File: src/rtl/fp_mul_sequencer_pkg.sv
// Shared types for the lane multiply sequencer.
// Thread tags, pipeline ids, FSM states.
package fp_mul_sequencer_pkg;

  typedef logic [1:0] local_thread_idx_t;

  typedef enum logic [1:0] {
    PIPE_MEM,
    PIPE_SCALAR1,
    PIPE_SCALAR2,
    PIPE_VECTOR
  } pipeline_sel_t;

  typedef enum logic [1:0] {
    MUL_IDLE,
    MUL_BUSY,
    MUL_DONE
  } mul_seq_state_t;

  localparam int MUL_SEQ_ITERATIONS = 17;

  // 32 -> 34 bit so an unsigned operand stays positive in Booth
  function automatic logic [33:0] ext34(
    input logic        s,
    input logic [31:0] v
  );
    return {{2{s & v[31]}}, v};
  endfunction

endpackage

File: src/rtl/fp_mul_sequencer_booth_radix4_digit.sv
// Radix-4 Booth digit recoder.
// Maps a 3-bit window to 0, +-A or +-2A.
module booth_radix4_digit (
  input  logic [2:0]  window_i,
  input  logic [33:0] mcand_i,
  output logic [35:0] pp_o
);

  logic [35:0] a1;
  logic [35:0] a2;

  assign a1 = {{2{mcand_i[33]}}, mcand_i};
  assign a2 = {mcand_i[33], mcand_i, 1'b0};

  always_comb begin
    pp_o = '0;
    unique case (window_i)
      3'b001, 3'b010: pp_o = a1;
      3'b011:         pp_o = a2;
      3'b100:         pp_o = -a2;
      3'b101, 3'b110: pp_o = -a1;
      default:        pp_o = '0;
    endcase
  end

endmodule

File: src/rtl/fp_mul_sequencer.sv
// Iterative exact 32x32 multiplier, radix-4 Booth,
// one digit per cycle, valid/ready on both sides.
module fp_mul_sequencer
  import fp_mul_sequencer_pkg::*;
#(
  parameter int ITERATIONS = MUL_SEQ_ITERATIONS
) (
  input  logic              clk_i,
  input  logic              reset_i,
  input  logic              req_valid_i,
  output logic              req_ready_o,
  input  logic              req_signed_i,
  input  logic [31:0]       req_multiplicand_i,
  input  logic [31:0]       req_multiplier_i,
  input  local_thread_idx_t req_thread_idx_i,
  input  logic              wb_rollback_en_i,
  input  local_thread_idx_t wb_rollback_thread_idx_i,
  input  pipeline_sel_t     wb_rollback_pipeline_i,
  output logic              resp_valid_o,
  input  logic              resp_ready_i,
  output logic [63:0]       resp_product_o,
  output local_thread_idx_t resp_thread_idx_o
);

  localparam logic [4:0] LAST = 5'(ITERATIONS - 1);

  mul_seq_state_t    state_q, state_d;
  logic [4:0]        cnt_q, cnt_d;
  logic [35:0]       acc_q, acc_d;
  logic [33:0]       mr_q, mr_d;
  logic              bm1_q, bm1_d;
  logic [33:0]       mcand_q, mcand_d;
  local_thread_idx_t tag_q, tag_d;

  logic [35:0] pp;
  logic [35:0] sum;
  logic        rb_mem;
  logic        rb_hit;
  logic        rb_hit_req;

  booth_radix4_digit u_digit (
    .window_i ({mr_q[1:0], bm1_q}),
    .mcand_i  (mcand_q),
    .pp_o     (pp)
  );

  assign sum        = acc_q + pp;
  assign rb_mem     = wb_rollback_en_i
                    && wb_rollback_pipeline_i == PIPE_MEM;
  assign rb_hit     = rb_mem
                    && wb_rollback_thread_idx_i == tag_q;
  assign rb_hit_req = rb_mem
                    && wb_rollback_thread_idx_i == req_thread_idx_i;

  always_ff @(posedge clk_i) begin
    if (reset_i) begin
      state_q <= MUL_IDLE;
      cnt_q   <= '0;
      acc_q   <= '0;
      mr_q    <= '0;
      bm1_q   <= 1'b0;
      mcand_q <= '0;
      tag_q   <= '0;
    end else begin
      state_q <= state_d;
      cnt_q   <= cnt_d;
      acc_q   <= acc_d;
      mr_q    <= mr_d;
      bm1_q   <= bm1_d;
      mcand_q <= mcand_d;
      tag_q   <= tag_d;
    end
  end

  always_comb begin
    state_d = state_q;
    cnt_d   = cnt_q;
    acc_d   = acc_q;
    mr_d    = mr_q;
    bm1_d   = bm1_q;
    mcand_d = mcand_q;
    tag_d   = tag_q;
    unique case (state_q)
      MUL_IDLE: begin
        if (req_valid_i && !rb_hit_req) begin
          state_d = MUL_BUSY;
          cnt_d   = LAST;
          acc_d   = '0;
          bm1_d   = 1'b0;
          mr_d    = ext34(req_signed_i, req_multiplier_i);
          mcand_d = ext34(req_signed_i, req_multiplicand_i);
          tag_d   = req_thread_idx_i;
        end
      end
      MUL_BUSY: begin
        if (rb_hit) begin
          state_d = MUL_IDLE;
        end else begin
          // {acc,mr} shifts right by 2 as one 70-bit register
          acc_d = {{2{sum[35]}}, sum[35:2]};
          mr_d  = {sum[1:0], mr_q[33:2]};
          bm1_d = mr_q[1];
          if (cnt_q == '0) state_d = MUL_DONE;
          else             cnt_d   = cnt_q - 5'd1;
        end
      end
      MUL_DONE: begin
        if (rb_hit || resp_ready_i) state_d = MUL_IDLE;
      end
      default: state_d = MUL_IDLE;
    endcase
  end

  assign req_ready_o       = state_q == MUL_IDLE;
  assign resp_valid_o      = state_q == MUL_DONE;
  assign resp_product_o    = {acc_q[29:0], mr_q};
  assign resp_thread_idx_o = tag_q;

endmodule
File: config.mk
export PLATFORM = sky130hd
export DESIGN_NAME = fp_mul_sequencer
export DESIGN_NICKNAME = d
export VERILOG_FILES = /design/src/rtl/fp_mul_sequencer_pkg.sv /design/src/rtl/fp_mul_sequencer_booth_radix4_digit.sv /design/src/rtl/fp_mul_sequencer.sv
export SDC_FILE = /design/constraint.sdc
export NUM_CORES = 1
export LEC_CHECK = 0
export BUFFER_PORTS_ARGS = -buffer_cell sky130_fd_sc_hd__buf_2
export CORE_MARGIN = 8
export CORE_UTILIZATION = 30
export CTS_BUF_LIST = sky130_fd_sc_hd__clkbuf_2 sky130_fd_sc_hd__clkbuf_4 sky130_fd_sc_hd__clkbuf_8
export CTS_CLUSTER_SIZE = 16
export DETAILED_ROUTE_END_ITERATION = 12
export GPL_ROUTABILITY_DRIVEN = 0
export SLEW_MARGIN = 15
export SYNTH_ARGS = -nofsm -noshare
export SYNTH_HDL_FRONTEND = slang
export SYNTH_HIERARCHICAL = 1
export SYNTH_SLANG_ARGS = --single-unit
File: constraint.sdc
create_clock -name clk_i -period 5.3 [get_ports clk_i]
set_input_delay 0.795 -clock clk_i [delete_from_list [all_inputs] [get_ports clk_i]]
set_output_delay 0.795 -clock clk_i [all_outputs]
set_load 0.005 [all_outputs]
==> impl_results.md <==
- # diodes: 0
- CTS tree: built
- Vias in the first global route: around 7700
- Maximum vdd ir drop: between 100 and 150 µV
- Static leakage: between 4 and 5 nW
- Async set or reset register ratio after synthesis: 0%
- Syn nets: about 1200
- Share of the synthesized area in the top cell type: roughly 27%
- PwrDens: between 200 and 300 nW/µm²
- Final Worst Setup Slack: around 0.55 ns
- CP required: 5.61 ns
- Final Max Slew Viols: 0
- Fin crit share: approximately nine tenths
- RSZ-0062 raised after global routing: no
- Top cells by area, synth: dfxtp_1, nand2_1, a21oi_1, ha_1, xor2_1
- Post-synthesis sequential element count: 111
- Top-level I/O count: 144
- Share of cells above drive strength 1: 17.8%
- Die H: 182 µm
- Synth unique cells: 72
- Fin area: between 9000 and 10000 µm²
- Routed Antenna Nets: 0
- Most used DFF post-synth: dfxtp_1
- Critical Path Max Stage Delay: around 0.75 ns
- DR iter-0 viols: 485
- Hold path depth: 2
- Area Overhead vs Synth: 12.7%
- Port bufs: roughly 140
- Wirelength per Cell: between 15 and 20 µm
- Hold Path End: cnt_q[1]
- Clk_lat worst skew: about 0.4 ns
- Worst-Margin Slew: between 1 and 1.5 ns
- Worst min path class: reg2reg
- Cells after Synth: 1119
- Die width: 182 µm
- Worst R2R Setup Slack: ~0.55 ns
- DR DRC count: 0
- Htree depth: 3
- Slew headroom: about a quarter
- Row count: 61
- Worst R2R Start: mcand_q[2]
- Setup crit start kind: register
- Setup TNS: 0 ns
- Placed instance area: ~9000 µm²
- Synth area leader: dfxtp_1
- Worst Path Max Fanout: 8
- Post-synth top cells: nand2_1, dfxtp_1, a21oi_1
- Cts bufs inserted: 9
- Crit path time final: between 4 and 5 ns
- Initial antenna violation count: 0
- Final setup vio count: 0
- First drt pass iteration count: 5
- Clock Sinks: between 100 and 150
- Hold Crit Start: cnt_q[1]
- Synth Warn #: 6
- Seq/Total Area, Yosys: between 20 and 30%
- Worst reg-to-reg path cell count: 16
- Cell family with the largest share of critical-path delay: compound AO/OA/AOI/OAI gates
- Clk slew on worst S/H paths: 0.12 ns
- Total Wirelength: about 26000 µm
- Core Area: about 28000 µm²
- Count leader, synth: nand2_1
- Max-cap viol count: 0
- FMAX: 0.210 GHz
- Critical-path top delay cell: or4b_2
- Run status: finished clean
- Aggregate global-route resource usage: roughly 15%
- Pin count of the biggest net entering global routing: about 60
- CTS Buffer Depth: 2
- Reg2Reg Capture Point: acc_q[30]
- Crit Path Category: reg2reg
- Pwr Total: around 0.0026 W
- Initial Utilization: between 30 and 40%
- Crit path cell chain: nor3_4, nand4_1, or4b_2, xnor2_1, a221o_1, o22ai_1, ha_1, a21o_1, a21o_1, a21oi_1, nand3_1, a41oi_1, o31ai_1, a221oi_2, xnor2_1, a22o_1
- Cell Area, Synth: between 8000 and 9000 µm²
- Die area: 33300 µm²
- Critical path buffers and inverters: 0
- Crit. End Element: register
- Avg Inst Size Synth: about 7.4 µm²
- Grt total ovfl: 0
- Hpwl dp: roughly 20000 µm
- Clock root buffer: clkbuf_8
- Post-synth EDFFs: 0
- First-pass GRT wire length: roughly 41000 µm
- Pre-CTS WS: roughly 0.41 ns
- Vias per cell: 5.24
- Critical Path AT: about 5.1 ns
- Final #Nets: 1300
- Hold Fails Final Rpt: 0
- Routed via count: a little over 8000
- Layout Skew: approximately 0.014 ns
cell usage in the layout, fill, tap and decap left out, drive strengths merged, types with 7 or more instances in the layout:
| cell type | synthesis | routed |
|---|---|---|
| xor2 | 42 | 42 |
| o21ai | 55 | 55 |
| o211ai | 8 | 8 |
| nor4 | 13 | 13 |
| and2 | 8 | 8 |
| ha | 38 | 38 |
| nor3 | 25 | 25 |
| nor2b | 11 | 11 |
| a311oi | 36 | 36 |
| a221o | 7 | 7 |
| a31oi | 9 | 9 |
| clkbuf | 67 | 9 |
| xnor2 | 34 | 34 |
| nand2b | 16 | 16 |
| a22o | 21 | 21 |
| dfxtp | 111 | 111 |
| a21o | 18 | 18 |
| a21oi | 99 | 99 |
| nand3 | 22 | 22 |
| inv | 17 | 20 |
| buf | 43 | 165 |
| nor2 | 89 | 89 |
| or3 | 12 | 12 |
| mux2i | 8 | 8 |
| nand4 | 13 | 13 |
| nand2 | 205 | 205 |
| a22oi | 26 | 26 |
worst register-to-register path, stage by stage, from the launching register on:
cell	delay (ns)
dfxtp_1	0.43
nor3_4	0.29
nand4_1	0.31
or4b_2	0.75
xnor2_1	0.17
a221o_1	0.35
o22ai_1	0.19
ha_1	0.36
a21o_1	0.21
a21o_1	0.17
a21oi_1	0.27
nand3_1	0.12
a41oi_1	0.30
o31ai_1	0.15
a221oi_2	0.30
xnor2_1	0.10
a22o_1	0.20
routing by layer:
layer | vias up | part of all wire (%) | GRT usage (%)
met5 | - | 0 | 0
met4 | 0 | 1.8 | 4.99
met3 | 32 | 5.9 | 2.60
met2 | 290 | 43 | 22.6
met1 | 3776 | 49 | 21.1
li1 | 4115 | - | -
through the flow:
| stage | util [%] | hold WS [ns] | std cells |
|---|---|---|---|
| after CTS | 33.9 | 0.487 | 1566 |
| after global placement | 33.0 | 0.459 | 1550 |
| after floorplan | - | 0.433 | 1119 |
| after global routing | 33.9 | 0.512 | 1568 |
| after detailed placement | 33.0 | 0.469 | 1550 |
| final | 33.9 | 0.487 | 1568 |
worst max-delay path by stage:
stage,slack (ns),end,cells past startpoint,startpoint
floorplan,1.13,acc_q[30],18,mcand_q[2]
global placement,0.60,acc_q[34],18,mcand_q[0]
detailed placement,0.41,acc_q[31],18,mcand_q[0]
CTS,0.38,acc_q[34],18,mcand_q[0]
global route,0.21,acc_q[30],16,mcand_q[2]
finish,0.55,acc_q[30],16,mcand_q[2]
layout make-up:
type,instances,area [µm²]
fill,2993,18200
multi-input combinational,881,5480
sequential,111,2220
timing repair buffer,165,881
tap,378,473
clock buffer,9,124
clock inverter,7,113
inverter,17,63.8
cell families (layout without fill, tap and decap cells):
family                   Yosys count  count (layout)  synth area share, %
AND/OR/NAND/NOR                  432             432                 24.0
AO/OA/AOI/OAI                    323             323                 26.3
buffers and inverters            127             198                 7.54
flip-flops                       111             111                 26.8
XOR/XNOR                          76              76                 8.02
adder cells (fa/ha/maj)           39              39                 5.97
multiplexers                      11              11                 1.37
timing repair:
action                                  in CTS  in global routing
hold buffers                                 0                  0
endpoints found under the setup margin       0                  2
endpoints found under the hold margin        0                  0
resized for setup                            0                  0
buffers inserted                             0                  2
registers in the layout, summed over array words and instances, names as in the netlist:
name,flops
acc_q,34
cnt_q,5
bm1_q,1
state_q,2
mr_q,34
mcand_q,33
resp_thread_idx_o,2
power by group:
| group | internal [W] | total, W | switching, W |
|---|---|---|---|
| clock | 0.000277 | 0.000605 | 0.000328 |
| sequential | 0.000912 | 0.00102 | 0.000107 |
| combinational | 0.000390 | 0.000990 | 0.000600 |
Note: power is estimated with default switching activity, not from simulation.
